--- src/rtl/gate_truth_table_sequencer_if.sv ---
// Harness-side bundle for gate_truth_table_sequencer: run control, gate stimulus/response and verdict.
// master = self-check harness / gate side, slave = sequencer.
interface gate_truth_table_sequencer_if;
  logic       start;
  logic       dut_out;
  logic       dut_a;
  logic       dut_b;
  logic       busy;
  logic       done;
  logic       pass;
  logic [3:0] fail_mask;
  logic [2:0] err_count;

  modport master (
    output start, dut_out,
    input  dut_a, dut_b, busy, done, pass, fail_mask, err_count
  );

  modport slave (
    input  start, dut_out,
    output dut_a, dut_b, busy, done, pass, fail_mask, err_count
  );
endinterface

--- src/rtl/gate_truth_table_sequencer.sv ---
// Walks a 2-input gate through vectors 00..11, samples after a settle time and checks against EXPECTED.
// Optional macro STOP_ON_FAIL_EN: finish the run at the first mismatching vector.
module gate_truth_table_sequencer #(
  parameter int unsigned SETTLE_CYCLES = 2,
  parameter logic [3:0]  EXPECTED      = 4'b0111
) (
  input logic                         clk,
  input logic                         rst_n,
  gate_truth_table_sequencer_if.slave bus
);

  localparam logic [7:0] CNT_INIT = 8'(SETTLE_CYCLES - 1);

  typedef enum logic [2:0] {
    IDLE,
    APPLY,
    SETTLE,
    SAMPLE,
    DONE
  } state_e;

  state_e     state_q, state_d;
  logic [1:0] idx_q, idx_d;
  logic [7:0] cnt_q, cnt_d;
  logic [1:0] ab_q, ab_d;
  logic       busy_q, busy_d;
  logic       done_q, done_d;
  logic       pass_q, pass_d;
  logic [3:0] fail_mask_q, fail_mask_d;
  logic [2:0] err_count_q, err_count_d;
  logic       mismatch;
  logic       last_vec;

  always_comb begin
    state_d     = state_q;
    idx_d       = idx_q;
    cnt_d       = cnt_q;
    ab_d        = ab_q;
    busy_d      = busy_q;
    done_d      = 1'b0;
    pass_d      = pass_q;
    fail_mask_d = fail_mask_q;
    err_count_d = err_count_q;
    mismatch    = 1'b0;
    last_vec    = 1'b0;

    case (state_q)
      IDLE: begin
        busy_d = 1'b0;
        if (bus.start) begin
          state_d     = APPLY;
          idx_d       = '0;
          busy_d      = 1'b1;
          pass_d      = 1'b0;
          fail_mask_d = '0;
          err_count_d = '0;
        end
      end

      APPLY: begin
        ab_d    = idx_q;
        cnt_d   = CNT_INIT;
        state_d = SETTLE;
      end

      SETTLE: begin
        if (cnt_q == '0) begin
          state_d = SAMPLE;
        end else begin
          cnt_d = cnt_q - 8'd1;
        end
      end

      SAMPLE: begin
        mismatch = (bus.dut_out != EXPECTED[idx_q]);
        if (mismatch) begin
          fail_mask_d[idx_q] = 1'b1;
          err_count_d        = err_count_q + 3'd1;
        end
`ifdef STOP_ON_FAIL_EN
        last_vec = (idx_q == 2'd3) || mismatch;
`else
        last_vec = (idx_q == 2'd3);
`endif
        // done/pass are registered, so they are loaded on the edge entering DONE
        // using the mask that already includes this sample.
        if (last_vec) begin
          state_d = DONE;
          done_d  = 1'b1;
          pass_d  = (fail_mask_d == '0);
        end else begin
          idx_d   = idx_q + 2'd1;
          state_d = APPLY;
        end
      end

      DONE: begin
        busy_d  = 1'b0;
        state_d = IDLE;
      end

      default: begin
        state_d = IDLE;
      end
    endcase
  end

  always_ff @(posedge clk or negedge rst_n) begin
    if (!rst_n) begin
      state_q     <= IDLE;
      idx_q       <= '0;
      cnt_q       <= '0;
      ab_q        <= '0;
      busy_q      <= 1'b0;
      done_q      <= 1'b0;
      pass_q      <= 1'b0;
      fail_mask_q <= '0;
      err_count_q <= '0;
    end else begin
      state_q     <= state_d;
      idx_q       <= idx_d;
      cnt_q       <= cnt_d;
      ab_q        <= ab_d;
      busy_q      <= busy_d;
      done_q      <= done_d;
      pass_q      <= pass_d;
      fail_mask_q <= fail_mask_d;
      err_count_q <= err_count_d;
    end
  end

  assign bus.dut_a     = ab_q[1];
  assign bus.dut_b     = ab_q[0];
  assign bus.busy      = busy_q;
  assign bus.done      = done_q;
  assign bus.pass      = pass_q;
  assign bus.fail_mask = fail_mask_q;
  assign bus.err_count = err_count_q;

endmodule

--- src/flat_wrapper.sv ---
// flat-port wrapper written by rule: the top's interface ports become plain ports
module gate_truth_table_sequencer_flat 
#(
  parameter int unsigned SETTLE_CYCLES = 2,
  parameter logic [3:0]  EXPECTED      = 4'b0111
)
  (clk, rst_n, bus_start, bus_dut_out, bus_dut_a, bus_dut_b, bus_busy, bus_done, bus_pass, bus_fail_mask, bus_err_count);
  gate_truth_table_sequencer_if bus_i ();
  input logic clk;
  input logic rst_n;
  input wire logic [$bits(bus_i.start)-1:0] bus_start;
  input wire logic [$bits(bus_i.dut_out)-1:0] bus_dut_out;
  output wire logic [$bits(bus_i.dut_a)-1:0] bus_dut_a;
  output wire logic [$bits(bus_i.dut_b)-1:0] bus_dut_b;
  output wire logic [$bits(bus_i.busy)-1:0] bus_busy;
  output wire logic [$bits(bus_i.done)-1:0] bus_done;
  output wire logic [$bits(bus_i.pass)-1:0] bus_pass;
  output wire logic [$bits(bus_i.fail_mask)-1:0] bus_fail_mask;
  output wire logic [$bits(bus_i.err_count)-1:0] bus_err_count;
  assign bus_i.start = bus_start;
  assign bus_i.dut_out = bus_dut_out;
  assign bus_dut_a = bus_i.dut_a;
  assign bus_dut_b = bus_i.dut_b;
  assign bus_busy = bus_i.busy;
  assign bus_done = bus_i.done;
  assign bus_pass = bus_i.pass;
  assign bus_fail_mask = bus_i.fail_mask;
  assign bus_err_count = bus_i.err_count;
  gate_truth_table_sequencer #(.SETTLE_CYCLES(SETTLE_CYCLES), .EXPECTED(EXPECTED)) u_core (.clk(clk), .rst_n(rst_n), .bus(bus_i));
endmodule
--- config.mk ---
export PLATFORM = sky130hd
export DESIGN_NAME = gate_truth_table_sequencer_flat
export DESIGN_NICKNAME = d
export VERILOG_FILES = /design/src/rtl/gate_truth_table_sequencer_if.sv /design/src/rtl/gate_truth_table_sequencer.sv /design/src/flat_wrapper.sv
export SDC_FILE = /design/constraint.sdc
export NUM_CORES = 1
export LEC_CHECK = 0
export CAP_MARGIN = 25
export CORE_ASPECT_RATIO = 0.7
export CORE_MARGIN = 2
export CORE_UTILIZATION = 54
export DETAILED_ROUTE_END_ITERATION = 10
export GPL_TIMING_DRIVEN = 0
export PLACE_DENSITY = 0.78
export SYNTH_ARGS = -nofsm -noshare
export SYNTH_HDL_FRONTEND = slang
export SYNTH_SLANG_ARGS = --single-unit
--- constraint.sdc ---
create_clock -name clk -period 2.08 [get_ports clk]
set_input_delay 0.208 -clock clk [delete_from_list [all_inputs] [get_ports clk]]
set_output_delay 0.208 -clock clk [all_outputs]
set_load 0.02 [all_outputs]
==> flow_metrics.env <==
export IMPL_grtUsageTotal_pct=23.34
export IMPL_drv_cap=0
export IMPL_layout_common_cells="25 x dfrtp_1, 15 x clkdlybuf4s50_1, 14 x nand2_1"
export IMPL_final_util_pct=69.44
export IMPL_cts_inserted_buffers=3
export IMPL_dpl_hpwl_um=2188
export IMPL_slew_headroom_pct=56.17
export IMPL_ant_nets=0
export IMPL_start_util_pct=58.96
export IMPL_clock_latency_ns=0.32
export IMPL_synth_edf_count=0
export IMPL_rsz0062_at_grt="false"
export IMPL_p_per_area_nw_per_um2=1502
export IMPL_overflow=0
export IMPL_ys_flop_type="dfrtp_1"
export IMPL_finalMaxSlewViolations=0
export IMPL_worstSetupStartpointType="register"
export IMPL_fmax_mhz=567.7
export IMPL_die_h_um=45.07
export IMPL_status="finished clean"
export IMPL_dr_wl_met2_um=1302
export IMPL_cp_arrival_ns=2.00
export IMPL_holdWs_ns=0.2708
export IMPL_syn_num_nets=137
export IMPL_clock_sinks=25
export IMPL_cts_htree_levels=1
export IMPL_leakage_uw=0.0006615
export IMPL_placedCellCount=175
export IMPL_holdBufCountCts=0
export IMPL_ir_drop_mv=0.9952
export IMPL_synthArstFlopShare_pct=100.0
export IMPL_finalHoldViolations=0
export IMPL_ys_warn_count=0
export IMPL_worstPathRequired_ns=2.32
export IMPL_antenna_found_initial=0
export IMPL_cts_max_path_buffers=2
export IMPL_fp_row_count=14
export IMPL_core_area_um2=2207
export IMPL_drt_wl_total_um=2876
export IMPL_fin_setup_tns_ns=0
export IMPL_drt_iter0_drc=121
export IMPL_critPathCaptureType="register"
export IMPL_cts_resized=0
export IMPL_multiInputGateArea_um2=630.6
export IMPL_num_vias=1046
export IMPL_syn_avg_cell_area_um2=10.25
export IMPL_vias_per_cell=5.844
export IMPL_firstDrtPassIters=4
export IMPL_drive_gt1_share_pct=6.803
export IMPL_finalClockSkew_ns=0.008038
export IMPL_place_congestion=0.8578
export IMPL_layout_commonest_cell="dfrtp_1"
export IMPL_die_w_um=62.67
export IMPL_grt_pass1_vias=1020
export IMPL_hold_path_class="in -> async"
export IMPL_grt_max_degree=14
export IMPL_met3_length_um=107
export IMPL_yosys_register_bits=25
export IMPL_top_layer="met4"
export IMPL_antenna_cells=0
export IMPL_synth_area_um2=1301
export IMPL_clkTransAtPathRegs_ns=0.13
export IMPL_period_needed_ns=1.762
export IMPL_area_growth_pct=17.79
export IMPL_nets=158
export IMPL_synth_cell_types=43
export IMPL_setup_viol=0
export IMPL_crit_fanout=7
export IMPL_worst_slew_pin_slew_ns=0.6554
export IMPL_cp_slowest_stage_delay_ns=0.51
export IMPL_drcViolationCount=0
export IMPL_min_period_over_period_pct=84.69
export IMPL_clockRootBuffer="clkbuf_4"
export IMPL_wire_per_inst_um=16.07
export IMPL_seq_area_um2=625.6
export IMPL_synthCells=127
export IMPL_ios=16
export IMPL_worstPathCellList="inv_1 > ha_1 > nand3_2 > or4_1 > o21ai_1"
export IMPL_finalPower_uw=2303
export IMPL_route_layer_met1_wl_um=1452
export IMPL_dieArea_um2=2825
export IMPL_cp_slowest_cell="or4_1"
export IMPL_grt_pass1_wl_um=4940
export IMPL_n_fill_cell=182
export IMPL_port_buffers=15
export IMPL_post_cts_setup_buffers=0
export IMPL_final_cells=179
export IMPL_cts_tree="yes"
export IMPL_seq_area_frac_synth_pct=48.08
export IMPL_worstSetupPathType="reg -> reg"
layer usage:
layer | up-vias | global-route usage, %
met5 | - | 0
met4 | 0 | 4.000
met3 | 2 | 6.234
met2 | 23 | 37.20
met1 | 510 | 33.22
li1 | 511 | -
synthesized netlist by cell type, types with 2 or more instances:
master / number / share of area (%)
and3_1: 2 / 0.96
o21ai_0: 3 / 1.2
a31oi_1: 2 / 0.96
a22o_1: 3 / 2.0
nor2_1: 5 / 1.4
nand4_1: 3 / 1.4
o22ai_1: 2 / 0.96
clkbuf_1: 3 / 0.87
mux2i_1: 2 / 1.5
nand2_1: 14 / 4.0
nor3_1: 5 / 1.9
nor2b_1: 3 / 1.4
ha_1: 6 / 5.8
nand2b_1: 2 / 0.96
o21ai_1: 7 / 2.7
inv_1: 6 / 1.7
or4_1: 2 / 1.2
nand3_1: 6 / 2.3
or2_1: 2 / 0.96
a211oi_1: 2 / 1.2
dfrtp_1: 25 / 48
cells by family after synthesis:
logic type      share of synthesized area [%]
fa+ha+maj                               5.769
xor+xnor                               0.6732
simple gates                            23.75
mux                                     1.539
compound gates                          16.73
buf+inv                                 3.461
flops                                   48.08
stage by stage:
step / setup slack (ns) / cell area (um2)
floorplan: 0.4988 / 1301
global placement: 0.3792 / 1491
detailed placement: 0.3425 / 1506
CTS: 0.3136 / 1533
global route: 0.2168 / 1533
finish: 0.3185 / 1533
where the power goes:
part | internal [uW] | switching, uW
logic | 520 | 681
clock network | 75.1 | 140
registers | 662 | 224
total | 1260 | 1050
worst max-delay path, delay by kind of cell (launching register included):
kind / cells / cell delay (ns)
adder cells (fa/ha/maj): 1 / 0.31
AND/OR/NAND/NOR: 2 / 0.67
buffers and inverters: 1 / 0.10
flip-flops: 1 / 0.45
AO/OA/AOI/OAI: 1 / 0.17
state kept, by name, indices dropped and copies added, names as in the netlist:
| register | flops |
|---|---|
| u_core.ab_q | 2 |
| u_core.bus.pass | 1 |
| u_core.state_q | 3 |
| u_core.cnt_q | 8 |
| u_core.bus.fail_mask | 4 |
| u_core.idx_q | 2 |
| u_core.bus.err_count | 3 |
| u_core.bus.done | 1 |
| u_core.bus.busy | 1 |
layout make-up:
| cell class | count | area share (%) |
|---|---|---|
| Sequential cell | 25 | 40.82 |
| Tap cell | 32 | 2.612 |
| Multi-Input combinational cell | 92 | 41.14 |
| Timing Repair Buffer | 16 | 10.78 |
| Clock buffer | 4 | 1.714 |
| Inverter | 6 | 1.469 |
| Buffer | 4 | 1.469 |
path summary, 6_finish.rpt:
kind	startpoint	end	slack (ns)	cells after the start
setup / recovery	u_core.cnt_q[1]	u_core.cnt_q[4]	0.32	5
hold / removal	rst_n	u_core.cnt_q[3]	0.27	1
setup reg to reg	u_core.cnt_q[1]	u_core.cnt_q[4]	0.32	5
hold reg to reg	u_core.bus.err_count[2]	u_core.bus.err_count[2]	0.50	1
max in group asynchronous	rst_n	u_core.bus.fail_mask[2]	1.29	2
min in group clk	u_core.bus.err_count[2]	u_core.bus.err_count[2]	0.50	1
No activity file was read; power rests on OpenSTA's default activity.
==> RTL change: new RTL, same flow settings <==
The 5 states of `state_e` get a one-hot encoding in 5 bits.
--- a/src/rtl/gate_truth_table_sequencer.sv
+++ b/src/rtl/gate_truth_table_sequencer.sv
@@ -11,12 +11,12 @@
 
   localparam logic [7:0] CNT_INIT = 8'(SETTLE_CYCLES - 1);
 
-  typedef enum logic [2:0] {
-    IDLE,
-    APPLY,
-    SETTLE,
-    SAMPLE,
-    DONE
+  typedef enum logic [4:0] {
+    IDLE   = 5'b00001,
+    APPLY  = 5'b00010,
+    SETTLE = 5'b00100,
+    SAMPLE = 5'b01000,
+    DONE   = 5'b10000
   } state_e;
 
   state_e     state_q, state_d;
Behaviour: no difference found for any inputs over 10 cycles, from zero or initial values and one cycle with rst_n low; not proved beyond that.
==> RTL change against the original RTL <==
- power decreased by 24%
- combinational power fell by 39%
- clock skew increased by 0.0050 ns
- critical endpoint is now u_core.cnt_q[0]
- routed wire length decreased by 2.0%
- cell area grew 6.3%
- area after synthesis grew 5.3%
- sequential share of layout area is 0.74 points higher
- worst setup slack lost 0.21 ns
- sequential cell count grew 2
- critical path type unchanged
- first-iteration DRC count down 45%
- count of clock-buffer cells in the layout unchanged
- synthesized cell count increased by 3.9%
- hold slack worse by 0.011 ns
==> RTL change: results (changes against the original RTL) <==
critical_path:
  crit_slowest_cell: "dfrtp_1"  # was or4_1
  r2r_slack_ns: 0.11  # was 0.32 ns
  path_max_fanout: 8  # was 7
  worstRegToRegCells: 7  # was 5
  critPathCaptureType: "register"  # unchanged
  r2r_end: "u_core.cnt_q[0]"  # was u_core.cnt_q[4]
  slowest_delay_ns: 0.42  # was 0.51 ns
  setup.worst_path.start: "u_core.cnt_q[0]"  # was u_core.cnt_q[1]
  arrival_ns: 2.20  # was 2.00 ns
clocking:
  cts-htree-levels: 1  # unchanged
  root_buffer: "clkbuf_4"  # unchanged
  numCtsBuffers: 3  # unchanged
  clk-insertion-delay-late_ns: 0.34  # was 0.32 ns
  path_clk_slew_ns: 0.15  # was 0.13 ns
  clockBufferDepth: 2  # unchanged
hold_path:
  hold_class: "in2async"  # unchanged
yosys:
  synth.top_cells.by_area: "dfrtp_1 47%, ha_1 5.5%, o21ai_0 4.0%"  # was dfrtp_1 48%, ha_1 5.8%, nand2_1 4.0%
  synthArstFlopShare_pct: 100  # unchanged
  seq_area_frac_synth_pct: 49.4  # was 48.1%
  synth_nets: 142  # was 137
  synth_common_cells: "26 x dfrtp_1, 13 x nand2_1, 11 x o21ai_0"  # was 25 x dfrtp_1, 14 x nand2_1, 7 x o21ai_1
  synthesis.instances: 132  # was 127
  synth.distinct_cells: 41  # was 43
  yosysWarnings: 0  # unchanged
finish:
  fin_nets: 166  # was 158
  n_antenna_cell: 0  # unchanged
  instances_no_fill: 189  # was 179
  layout-drive-gt1-share_pct: 14.2  # was 6.80%
  largest_register_ff_count: 8  # unchanged
  fillers: 203  # was 182
  top_register: "u_core.cnt_q"  # unchanged
sta:
  max_slew.worst_pin.slew_ns: 0.668  # was 0.655 ns
  skew_ns: 0.0131  # was 0.00804 ns
  fin_crit_sh_pct: 94.8  # was 84.7%
global_route:
  grt_pass1_vias: 971  # was 1020
  antenna_found_initial: 0  # unchanged
  grt_max_degree: 16  # was 14
  grt_usage_pct: 20.3  # was 23.3%
  grt_first_pass_wirelength_mm: 4.46  # was 4.94 mm
placed_design:
  place.gp.congestion: 0.832  # was 0.858
  place_ws_ns: 0.0333  # was 0.343 ns
  dpl.hpwl_mm: 2.10  # was 2.19 mm
  dpl.cell_count: 182  # was 175
  port_buffers: 15  # unchanged
  placed_cell_area_um2: 1580  # was 1510 um2
power_and_ir_drop:
  internal-power_mw: 1.05  # was 1.26 mW
  power.leakage_nw: 0.738  # was 0.662 nW
  ir_worst_vdd_v: 0.000576  # was 0.000995 V
route:
  dr.pass1.iters: 4  # unchanged
  drt-vias-per-instance: 5.72  # was 5.84
  routed_wl_mm: 2.82  # was 2.88 mm
  first_iter_violations: 66  # was 121
status:
  outcome: "complete, no violations"  # unchanged
[RTL change: cell count changes in the layout (fill, tap and decap cells not counted), sizes merged, moves of 3 or more]
| cell | unedited run | this run |
|---|---|---|
| a21oi | 1 | 7 |
| buf | 2 | 6 |
| nor2 | 6 | 10 |
| or3 | 0 | 4 |
| a211oi | 3 | 0 |
| nand3 | 7 | 4 |
| nor3 | 5 | 2 |
[RTL change: worst min-delay path by stage]
| stage | slack (ns) | depth (start not counted) | endpoint |
|---|---|---|---|
| global placement | 0.46 | 1 | u_core.bus.err_count[2] |
| finish | 0.26 | 1 | u_core.cnt_q[5] |
| floorplan | -0.09 | 0 | u_core.ab_q[0] |
| detailed placement | 0.48 | 2 | u_core.ab_q[0] |
| CTS | 0.28 | 1 | u_core.cnt_q[5] |
| global route | 0.31 | 1 | u_core.cnt_q[5] |
[RTL change: logic make-up (layout without fill, tap and decap cells)]
group / count (synthesis) / in the layout / synth area share (%)
flops: 27 / 27 / 49.4
compound gates: 30 / 30 / 14.8
fa+ha+maj: 6 / 6 / 5.48
xor+xnor: 1 / 1 / 0.639
simple gates: 53 / 53 / 21.8
buf+inv: 10 / 33 / 3.84
mux: 5 / 5 / 4.02
[RTL change: cell type report]
cell class | instances | area (um2) | share of cell area [%]
tap | 34 | 42.5 | 2.61
buffer | 4 | 30.0 | 1.84
multi-input combinational | 95 | 643 | 39.5
sequential | 27 | 677 | 41.6
inverter | 6 | 22.5 | 1.38
timing repair buffer | 19 | 188 | 11.5
clock buffer | 4 | 26.3 | 1.61
[RTL change: worst max-delay path, delay by kind of cell (launching register included)]
kind                       cells  cell delay, ns
AOI/OAI and AO/OA              1            0.29
adders and majority gates      1            0.18
buffers and inverters          2            0.26
DFF                            1            0.42
muxes                          1            0.25
and+or+nand+nor                2            0.47
[RTL change: power by group through the flow]
stage / registers, mW / clock network [mW] / logic (mW)
after detailed placement: 0.788 / 0 / 0.702
final: 0.780 / 0.232 / 0.731
after global placement: 0.775 / 0 / 0.662
after floorplan: 0.781 / 0 / 0.498
after CTS: 0.780 / 0.235 / 0.704
after global routing: 0.796 / 0.253 / 0.794
[RTL change: timing repair]
item	4_1_cts	5_1_grt
setup buffers	0	3
setup endpoints to repair	0	2
resized for setup	0	2
[RTL change: routing by layer]
| layer | GRT usage, % | part of all wire (%) |
|---|---|---|
| met1 | 26.3 | 47 |
| met2 | 32.9 | 46 |
| met3 | 6.60 | 5.7 |
| met4 | 7.23 | 2.1 |
| met5 | 0 | 0 |
